File: src/rtl/alu_seq.sv
// alu_seq: clocked, parametrised ALU with two valid/ready handshakes.
//   Operands and opcode are taken over in_valid/in_ready. The result and flags
//   are returned over out_valid/out_ready.
//   Single-cycle ops: add, sub, and, or, xor, shl (logical), sra (arithmetic).
//   Build option ALU_MUL_EN: when defined, opcode 101 is an iterative shift-add
//   multiply. It takes N cycles in the MUL state and returns the low N bits of
//   the signed product.
//   When ALU_MUL_EN is undefined, opcode 101 is a single-cycle op that returns
//   0 with overflow set.
//   Flags and dOut change only on entry to DONE. They hold their last value otherwise.
module alu_seq #(
   parameter int N = 16
) (
   input  logic                clk,
   input  logic                rst_n,
   input  logic                in_valid,
   output logic                in_ready,
   input  logic [2:0]          control,
   input  logic signed [N-1:0] a,
   input  logic signed [N-1:0] b,
   output logic                out_valid,
   input  logic                out_ready,
   output logic signed [N-1:0] dOut,
   output logic                overflow,
   output logic                zero,
   output logic                negative,
   output logic                busy
);

   localparam int CNT_W = $clog2(N) + 1;
   localparam int SH_W  = CNT_W - 1;

   localparam logic [2:0] OP_ADD = 3'b000;
   localparam logic [2:0] OP_SUB = 3'b001;
   localparam logic [2:0] OP_AND = 3'b010;
   localparam logic [2:0] OP_OR  = 3'b011;
   localparam logic [2:0] OP_XOR = 3'b100;
   localparam logic [2:0] OP_MUL = 3'b101;
   localparam logic [2:0] OP_SHL = 3'b110;
   localparam logic [2:0] OP_SRA = 3'b111;

`ifdef ALU_MUL_EN
   typedef enum logic [1:0] {S_IDLE = 2'd0, S_MUL = 2'd1, S_DONE = 2'd2} state_e;
`else
   typedef enum logic [1:0] {S_IDLE = 2'd0, S_DONE = 2'd2} state_e;
`endif

   state_e              state_q, state_d;
   logic signed [N-1:0] sum, diff, alu_res, res_d;
   logic [SH_W-1:0]     shamt;
   logic                alu_ovf, ovf_d, load_res;

   assign sum   = a + b;
   assign diff  = a - b;
   assign shamt = b[SH_W-1:0];

   // Single-cycle result and overflow for the op presented at the input.
   // NOTE: every signal written in always_comb gets a default first so no latch is inferred.
   always_comb begin
      alu_res = '0;
      alu_ovf = 1'b0;
      case (control)
         OP_ADD: begin
            alu_res = sum;
            alu_ovf = (a[N-1] == b[N-1]) && (sum[N-1] != a[N-1]);
         end
         OP_SUB: begin
            alu_res = diff;
            alu_ovf = (a[N-1] != b[N-1]) && (diff[N-1] != a[N-1]);
         end
         OP_AND: alu_res = a & b;
         OP_OR:  alu_res = a | b;
         OP_XOR: alu_res = a ^ b;
         OP_MUL: alu_ovf = 1'b1;   // single-cycle form: result 0, overflow flagged
         OP_SHL: alu_res = a << shamt;
         OP_SRA: alu_res = a >>> shamt;
      endcase
   end

`ifdef ALU_MUL_EN
   logic [N-1:0]     abs_a, abs_b, mplier;
   logic [2*N-1:0]   mcand, acc, acc_nxt, prod;
   logic             sign, mul_ovf, mul_start;
   logic [CNT_W-1:0] cnt;

   // The most negative operand has magnitude 2^(N-1). That value is still
   // exact when read as N-bit unsigned.
   assign abs_a     = a[N-1] ? -a : a;
   assign abs_b     = b[N-1] ? -b : b;
   assign acc_nxt   = mplier[0] ? acc + mcand : acc;
   assign prod      = sign ? -acc_nxt : acc_nxt;
   assign mul_ovf   = prod[2*N-1:N] != {N{prod[N-1]}};
   assign mul_start = (state_q == S_IDLE) && in_valid && (control == OP_MUL);

   // Shift-add multiplier: load magnitudes on accept, then do one partial product per MUL cycle.
   always_ff @(posedge clk or negedge rst_n) begin
      if (!rst_n) begin
         mcand  <= '0;
         mplier <= '0;
         acc    <= '0;
         sign   <= 1'b0;
         cnt    <= '0;
      end else if (mul_start) begin
         mcand  <= {{N{1'b0}}, abs_a};
         mplier <= abs_b;
         acc    <= '0;
         sign   <= a[N-1] ^ b[N-1];
         cnt    <= CNT_W'(N);
      end else if (state_q == S_MUL) begin
         acc    <= acc_nxt;
         mcand  <= mcand << 1;
         mplier <= mplier >> 1;
         cnt    <= cnt - 1'b1;
      end
   end
`endif

   // Next state, plus selection of the result to capture on entry to DONE.
   always_comb begin
      state_d  = state_q;
      load_res = 1'b0;
      res_d    = alu_res;
      ovf_d    = alu_ovf;
      case (state_q)
         S_IDLE: begin
            if (in_valid) begin
`ifdef ALU_MUL_EN
               if (control == OP_MUL) begin
                  state_d = S_MUL;
               end else begin
                  state_d  = S_DONE;
                  load_res = 1'b1;
               end
`else
               state_d  = S_DONE;
               load_res = 1'b1;
`endif
            end
         end
`ifdef ALU_MUL_EN
         S_MUL: begin
            if (cnt == CNT_W'(1)) begin
               state_d  = S_DONE;
               load_res = 1'b1;
               res_d    = prod[N-1:0];
               ovf_d    = mul_ovf;
            end
         end
`endif
         S_DONE: begin
            if (out_ready) state_d = S_IDLE;
         end
         default: state_d = S_IDLE;
      endcase
   end

   // State register.
   // NOTE: sequential state uses non-blocking assignments so every flop samples pre-edge values.
   always_ff @(posedge clk or negedge rst_n) begin
      if (!rst_n) state_q <= S_IDLE;
      else        state_q <= state_d;
   end

   // Result and flag registers, updated only on the transition into DONE.
   always_ff @(posedge clk or negedge rst_n) begin
      if (!rst_n) begin
         dOut     <= '0;
         overflow <= 1'b0;
         zero     <= 1'b0;
         negative <= 1'b0;
      end else if (load_res) begin
         dOut     <= res_d;
         overflow <= ovf_d;
         zero     <= (res_d == '0);
         negative <= res_d[N-1];
      end
   end

   assign in_ready  = (state_q == S_IDLE);
   assign out_valid = (state_q == S_DONE);
   assign busy      = (state_q != S_IDLE);

endmodule

File: config.mk
export PLATFORM = sky130hd
export DESIGN_NAME = alu_seq
export DESIGN_NICKNAME = d
export VERILOG_FILES = /design/src/rtl/alu_seq.sv
export SDC_FILE = /design/constraint.sdc
export NUM_CORES = 1
export LEC_CHECK = 0
export CORE_UTILIZATION = 62
export CTS_CLUSTER_SIZE = 20
export DETAILED_ROUTE_END_ITERATION = 7
export HOLD_SLACK_MARGIN = 0.02
export PLACE_DENSITY_LB_ADDON = 0.1
export SLEW_MARGIN = 20
export SYNTH_ARGS = -nofsm -noshare
export SYNTH_HDL_FRONTEND = slang
export SYNTH_SLANG_ARGS = --single-unit
File: constraint.sdc
create_clock -name clk -period 4.8 [get_ports clk]
set_input_delay 1.44 -clock clk [delete_from_list [all_inputs] [get_ports clk]]
set_output_delay 1.44 -clock clk [all_outputs]
set_load 0.01 [all_outputs]
## Yosys cells after proc, flatten, opt, wreduce, memory -nomap -nowiden

Cells that the tools add are included.

- Add/sub/neg operators: 2
- Multiply operators: 0
- Divide/modulo/power cells: 0
- Order comparisons: 0
- Eq/ne operators: 14
- Shift operators: 2
- Muxes and demuxes: 7
- Bitwise operators: 3
- Reduce and logical (&&, ||, !) cells: 7

Operators with widths:

| kind | number |
|---|---|
| $pmux 16 s7 | 1 |
| $add 16x16->16 | 1 |
| $and 16x16->16 | 1 |
| $logic_not 16->1 | 1 |
| $or 16x16->16 | 1 |
| $shl 16x4->16 | 1 |
| $sshr 16x4->16 | 1 |
| $sub 16x16->16 | 1 |
| $xor 16x16->16 | 1 |
| $eq 3x3->1 const B | 4 |
| $eq 3x2->1 const B | 2 |
| $mux 2 | 2 |
| $pmux 2 s2 | 1 |
| $eq 3x1->1 const B | 1 |
| $logic_not 3->1 | 1 |
| $ne 1x1->1 | 3 |
| $pmux 1 s3 | 1 |
| $eq 2x2->1 const B | 1 |
| $logic_and 1x1->1 | 2 |
| $logic_not 2->1 | 1 |
| $mux 1 | 2 |
| $ne 2x1->1 const B | 1 |
| $ne 2x2->1 const B | 1 |
| $reduce_and 2->1 | 1 |
| other kinds (2) | 2 |

- Flip-flop bits (word level): 21
- Bits in latches: 0
- RAM bits: 0
- ROM bits: 0
- Word-level logic and storage cells: 40
- Memories: 0

## Logic depth before layout (Yosys ltp)

Gate-level depths: netlist of the first run.

- Depth in word-level cells: 4
- Gate-level depth with buffers: 14
- Gate-level depth less buffers: 13

## Worst setup path before layout of the first run

OpenSTA, ideal clock, no wires.

- Path kind: input -> register
- Start point: input b[2]
- End point: register zero
- Data arrival time: 4387 ps
- Path slack: 336 ps
- Stages on the path: 14
- Buffers on the path: 3
- Path through: clkbuf_1 > inv_2 > buf_1 > ha_1 > clkbuf_1 > nand2b_1 > a2111oi_0 > o41ai_1 > nand2b_1 > mux2_2 > or3_1 > nor3_1 > nand4_1 > o21ai_1

- Longest elaborated chain between the ends: 3
- Elaborated cells on any way between the ends: 9
- Those cells by class: add/sub (2); shift (2); mux (1); bitwise (3); reduce/logical (1)

Ends and longest elaborated chain:

| what | line | RTL |
|---|---|---|
| start, declared | 20 | `input logic signed [N-1:0] b,` |
| $sub 16x16->16, or another cell as far along | 54 | `assign diff = a - b;` |
| $pmux 16 s7 * | 62 | `case (control)` |
| $logic_not 16->1 * | 174 | `zero <= (res_d == '0);` |
| end signal, assigned | 174 |  |
| end, declared | 25 | `output logic zero,` |

Mark *: on every way between the ends. The rest lies on a longest branch, timed or not.
A chain may end at the register's enable or synchronous reset.

## Final worst setup path of the first run

- Start point: input a[6]
- End point: register zero

- Longest elaborated chain between the ends: 3
- Elaborated cells on any way between the ends: 9
- Those cells by class: add/sub (2); shift (2); mux (1); bitwise (3); reduce/logical (1)

Ends and longest elaborated chain:

| what | line | RTL |
|---|---|---|
| start, declared | 19 | `input logic signed [N-1:0] a,` |
| $sub 16x16->16, or another cell as far along | 54 |  |
| $pmux 16 s7 * | 62 |  |
| $logic_not 16->1 * | 174 |  |

Marked as above.

==> flow_metrics.tcl, run 1 <==
set metrics [dict create \
    holdPathEnd "dOut[9]$_DFFE_PN0P_" \
    max-slew-margin-rel 0.426 \
    syn_nets 726 \
    insertion_delay_ps 270 \
    clk_pin_slew_ps 70 \
    synth_cell_types 69 \
    async_flop_share 1.00 \
    synth_top_area_frac 0.137 \
    htreeDepth 1 \
    synth_ff_type "dfrtp_1" \
    io_pins 61 \
    area_delta_synth_final_pct 17.8 \
    synth.avg_cell_area_um2 7.34 \
    worstPathArrival_ps 4710 \
    synth_area_mm2 0.00465 \
    hold_path.class "reg -> reg" \
    fp.dieH_um 88.6 \
    slew_violations 0 \
    fin_skew_ps 1.71 \
    cts_buffers 3 \
    grt_antenna_before_repair 0 \
    rows 31 \
    cts_setup_buffers 0 \
    synth_edf_count 0 \
    whs_ps 485 \
    n_antenna_cell 0 \
    holdPathStages 2 \
    hold_start "dOut[9]$_DFFE_PN0P_" \
    crit_path_end_kind "flip-flop" \
    regToRegEndpoint "zero$_DFFE_PN0P_" \
    ys_ff_latch 19 \
    layout.nets 780 \
    die_area_mm2 0.00785 \
    peakVddDrop_mv 0.200 \
    initial_core_util 0.641 \
    antenna_left 0 \
    grt_pass1_vias 5028 \
    fin_ws_ps 295 \
    path_cells "clkdlybuf4s50_1, inv_1, ha_1, nor2b_1, or4_1, a21oi_2, a2111oi_2, o21ai_0, and4_1, nor3_1, nand4_1, o21ai_1" \
    rsz0062_at_grt "no" \
    gp_congestion 1.06 \
    cp_max_fo 7 \
    r2r_cells 9 \
    synth_cells 634 \
    critPathBufInv 2 \
    cp_slowest_cell "clkdlybuf4s50_1" \
    critPathLaunchType "input pin" \
    final_core_util 0.755 \
    die_x_um 88.6 \
    drt-wirelength-per-cell_um 21.8 \
    drt_first_pass_iters 8 \
    synth_largest_area_cell "ha_1" \
    wirelength_um 17100 \
    critical_path_class "in -> reg" \
    cts_root_buffer "clkbuf_8" \
    setup_tns_ps 0 \
    p_leak_nw 2.40 \
    yosysWarnings 0 \
    grt_pass1_wl_um 26200 \
    final_common_cell "clkdlybuf4s50_1" \
    grt_use_total 0.444 \
    drc 0 \
    synth_area_leaders "ha_1 14%, dfrtp_1 10%, mux2i_1 6.2%" \
    via_per_inst 7.03 \
    timing.fmax_ghz 0.222 \
    grt_overflow 0 \
    power.total_mw 1.02 \
    setup_violations 0 \
    cts_tree "done" \
    critical_path.top_delay_family "simple AND/OR/NAND/NOR gates" \
    cp_slowest_stage_delay_ps 640 \
    cap_viol_max_count 0 \
    hpwl_um 13500 \
    timing.rr.start "state_q[1]$_DFFE_PN0P_" \
    drive_gt1_frac 0.125 \
    yosysSeqAreaShare 0.102 \
    pre_cts_ws_ps 52.1 \
    vias 5529 \
    hold_viol 0 \
    grt_max_degree 37 \
    finalCriticalPeriod_ps 4510 \
    final_cell_mix "58 x clkdlybuf4s50_1, 54 x nand2_1, 52 x inv_1, 51 x ha_1, 50 x nor2_1" \
    worst_slew_pin_slew_ps 858 \
    first_iter_violations 824 \
    ff2ff_setup_slack_ps 2730 \
    crit_required_ps 5000 \
    core_area_mm2 0.00725 \
    clock_sinks 19 \
    outcome "finished clean" \
    cts_max_path_buffers 2 \
    power.density_mw_per_mm2 186 \
    io_buffers 60 \
    min_period_over_period 0.939 \
]
report_power, final:
group	internal [mW]	switching [mW]	total, mW
Clock	0.0582	0.0619	0.120
Sequential	0.198	0.0235	0.222
Combinational	0.297	0.382	0.679
through the flow:
step / std cells / area [um^2]
global placement: 782 / 5420
global route: 786 / 5480
finish: 786 / 5480
detailed placement: 782 / 5420
CTS: 786 / 5470
floorplan: 634 / 4650
flip-flops by register name (all words and copies together) (netlist names):
name and count:
state_q 1, dOut 16, overflow 1, zero 1
cells in the mapped netlist (6+ instances only):
| cell | number |
|---|---|
| a211oi_1 | 19 |
| a21o_1 | 6 |
| a21oi_1 | 39 |
| a31oi_1 | 7 |
| and3_1 | 8 |
| buf_2 | 7 |
| clkbuf_1 | 31 |
| dfrtp_1 | 19 |
| ha_1 | 51 |
| inv_1 | 52 |
| mux2_2 | 22 |
| mux2i_1 | 29 |
| mux4_2 | 8 |
| nand2_1 | 54 |
| nand2b_1 | 6 |
| nand3_1 | 13 |
| nor2_1 | 50 |
| nor2b_1 | 11 |
| nor3_1 | 19 |
| o211ai_1 | 10 |
| o21ai_0 | 48 |
| o221ai_1 | 6 |
| o22ai_1 | 8 |
| or3_1 | 6 |
layer usage:
metal	up-vias	part of all wire	global-route usage
li1	2441	-	-
met1	2554	0.38	0.575
met2	429	0.44	0.700
met3	105	0.13	0.125
met4	0	0.048	0.169
met5	-	0	0
final cells by class:
type                       count  area [um^2]
clock buffer                   3         41.3
clock inverter                 1         5.00
fill                         636         1780
inverter                      54          203
multi-input combinational    514         3770
sequential                    19          475
tap                           99          124
timing repair buffer          96          861
tightest hold or removal path, stage by stage, from the launching register on:
cell,delay (ps)
dfrtp_1,340
nand2_1,40
o21ai_0,60
cell families after synthesis:
group,after synthesis,share of synthesized area
xor gates and xnor gates,8,0.0151
AOI/OAI and AO/OA,205,0.299
and+or+nand+nor,189,0.195
buffers and inverters,101,0.0890
muxes,59,0.154
adders and majority gates,53,0.146
DFF,19,0.102
what timing repair did:
| action | in CTS | in global routing |
|---|---|---|
| hold buffers | 0 | 0 |
| gates resized for setup | 0 | 2 |
| hold endpoints to repair | 0 | 0 |
| endpoints found under the setup margin | 0 | 1 |
how the worst max path moves through the flow:
stage	start	end	slack [ps]	cells past startpoint
6_report	a[6]	zero$_DFFE_PN0P_	290	12
2_1_floorplan	b[2]	zero$_DFFE_PN0P_	340	14
4_1_cts	a[0]	zero$_DFFE_PN0P_	320	14
3_5_place_dp	a[0]	zero$_DFFE_PN0P_	50	14
3_3_place_gp	a[0]	zero$_DFFE_PN0P_	110	14
5_1_grt	a[6]	zero$_DFFE_PN0P_	20	12
(Power assumes the default switching activity.)
==> run 2: changes to the inputs <==
--- a/config.mk
+++ b/config.mk
@@ -10,7 +10,6 @@
 export DETAILED_ROUTE_END_ITERATION = 7
 export HOLD_SLACK_MARGIN = 0.02
 export PLACE_DENSITY_LB_ADDON = 0.1
-export SLEW_MARGIN = 20
 export SYNTH_ARGS = -nofsm -noshare
 export SYNTH_HDL_FRONTEND = slang
 export SYNTH_SLANG_ARGS = --single-unit
==> results of run 2 <==
Final layout, timing and power as in run 1 (identical DEF).
==> run 3: changes to the inputs <==
--- a/config.mk
+++ b/config.mk
@@ -5,7 +5,8 @@
 export SDC_FILE = /design/constraint.sdc
 export NUM_CORES = 1
 export LEC_CHECK = 0
-export CORE_UTILIZATION = 62
+export CORE_UTILIZATION = 63
+export CTS_BUF_LIST = sky130_fd_sc_hd__clkbuf_4 sky130_fd_sc_hd__clkbuf_8
 export CTS_CLUSTER_SIZE = 20
 export DETAILED_ROUTE_END_ITERATION = 7
 export HOLD_SLACK_MARGIN = 0.02
==> run 3 against run 2 <==
Power shrank 0.88%. Fmax is 1.9% lower. Worst setup slack worse by 87 ps. Global-route usage fell by 0.47 points. Clock skew increased by 2.0 ps. Critical path depth unchanged. Combinational power barely moved. Via count rose by 1.0%. Clock-buffer cell count unchanged. Largest power group unchanged. Critical path type unchanged. First-iteration DRC count up 4.7%. Sequential power barely moved. Highest routed layer unchanged.
==> flow_metrics.tcl, run 3 (synthesized netlist as in run 1, its figures left out) <==
set metrics [dict create \
    grt_pass1_wl_um 25800 \
    critPathLaunchType "input pin" \
    fp.dieH_um 87.9 \
    rsz0062_at_grt "no" \
    hold_buffers 0 \
    min_period_over_period 0.957 \
    whs_ps 488 \
    via_per_inst 7.15 \
    pre_cts_ws_ps 33.3 \
    drc 0 \
    insertion_delay_ps 260 \
    power.density_mw_per_mm2 185 \
    area_delta_synth_final_pct 17.5 \
    htreeDepth 1 \
    wirelength_um 16900 \
    fin_ws_ps 208 \
    drt_first_pass_iters 7 \
    io_buffers 60 \
    initial_core_util 0.670 \
    grt_max_degree 40 \
    ff2ff_setup_slack_ps 2800 \
    cts_root_buffer "clkbuf_8" \
    grt_overflow 0 \
    fin_skew_ps 3.71 \
    cp_max_fo 7 \
    gp_congestion 1.11 \
    setup_violations 0 \
    hold_viol 0 \
    timing.fmax_ghz 0.218 \
    slew_violations 0 \
    fillers 521 \
    max-slew-margin-rel 0.410 \
    largest_reg_flops 16 \
    layout.nets 778 \
    grt_pass1_vias 5035 \
    drive_gt1_frac 0.121 \
    grt_use_total 0.439 \
    crit_required_ps 4990 \
    p_leak_nw 2.39 \
    final_cell_mix "58 x clkdlybuf4s50_1, 54 x nand2_1, 52 x inv_1, 51 x ha_1, 50 x nor2_1" \
    cts_setup_buffers 0 \
    crit_path_end_kind "flip-flop" \
    cap_viol_max_count 0 \
    n_antenna_cell 0 \
    cts_max_path_buffers 2 \
    clock_sinks 19 \
    hold_path.class "reg -> reg" \
    core_area_mm2 0.00694 \
    worstPathArrival_ps 4780 \
    outcome "finished clean" \
    io_pins 61 \
    drt-wirelength-per-cell_um 21.7 \
    antenna_left 0 \
    largest_register "dOut" \
    die_x_um 87.9 \
    cts_resized 0 \
    worst_slew_pin_slew_ps 882 \
    final_common_cell "clkdlybuf4s50_1" \
    first_iter_violations 863 \
    peakVddDrop_mv 0.206 \
    setup_tns_ps 0 \
    hpwl_um 13400 \
    critical_path_class "in -> reg" \
    finalCriticalPeriod_ps 4590 \
    rows 30 \
    cts_buffers 3 \
    cts_tree "done" \
    vias 5585 \
    clk_pin_slew_ps 70 \
    die_area_mm2 0.00773 \
    grt_antenna_before_repair 0 \
]
run 3: area by class of cell:
type | count | area, um^2 | share of cell area
multi-input cells | 514 | 3760 | 0.688
repair buffers | 94 | 858 | 0.157
flip-flops and latches | 19 | 475 | 0.0870
inverters | 54 | 203 | 0.0371
well taps | 96 | 120 | 0.0220
clock buffers | 3 | 41.3 | 0.00756
clock inverters | 1 | 5.00 | 0.000916
run 3: path summary, 6_finish.rpt:
kind                                        startpoint                    to  depth (start not counted)
worst max register to register  state_q[1]$_DFFE_PN0P_      zero$_DFFE_PN0P_                          9
worst min-delay path              overflow$_DFFE_PN0P_  overflow$_DFFE_PN0P_                          2
max in group asynchronous                        rst_n  overflow$_DFFE_PN0P_                          1
worst min register to register    overflow$_DFFE_PN0P_  overflow$_DFFE_PN0P_                          2
min in group asynchronous                        rst_n   dOut[2]$_DFFE_PN0P_                          1
worst max-delay path                              a[6]      zero$_DFFE_PN0P_                         12
run 3: routing by layer:
| metal | wire, um | global-route usage |
|---|---|---|
| met2 | 7440 | 0.698 |
| met4 | 919 | 0.177 |
| met3 | 2260 | 0.110 |
| met5 | 0 | 0 |
| met1 | 6320 | 0.568 |
run 3: metrics by stage:
| step | total power, mW | cells | instance area (um^2) | utilization |
|---|---|---|---|---|
| floorplan | 0.604 | 634 | 4650 | - |
| global placement | 0.853 | 777 | 5420 | 0.780 |
| detailed placement | 0.875 | 777 | 5420 | 0.780 |
| CTS | 0.990 | 781 | 5460 | 0.787 |
| global route | 1.06 | 781 | 5460 | 0.787 |
| finish | 1.01 | 781 | 5460 | 0.787 |
run 3: report_power, final:
group | internal [mW] | leakage (nW) | total (mW) | switching [mW]
logic | 0.298 | 2.13 | 0.676 | 0.379
clock network | 0.0578 | 0.0255 | 0.113 | 0.0556
registers | 0.198 | 0.239 | 0.222 | 0.0239
run 3: worst max-delay path: stages:
cell and delay [ps]:
clkdlybuf4s50_1 620, inv_1 100, ha_1 430, inv_1 110
a21oi_1 230, nand3b_1 160, a2111oi_2 640, o21ai_0 260
and4_1 270, nor3_1 260, nand4_1 130, o21ai_1 140
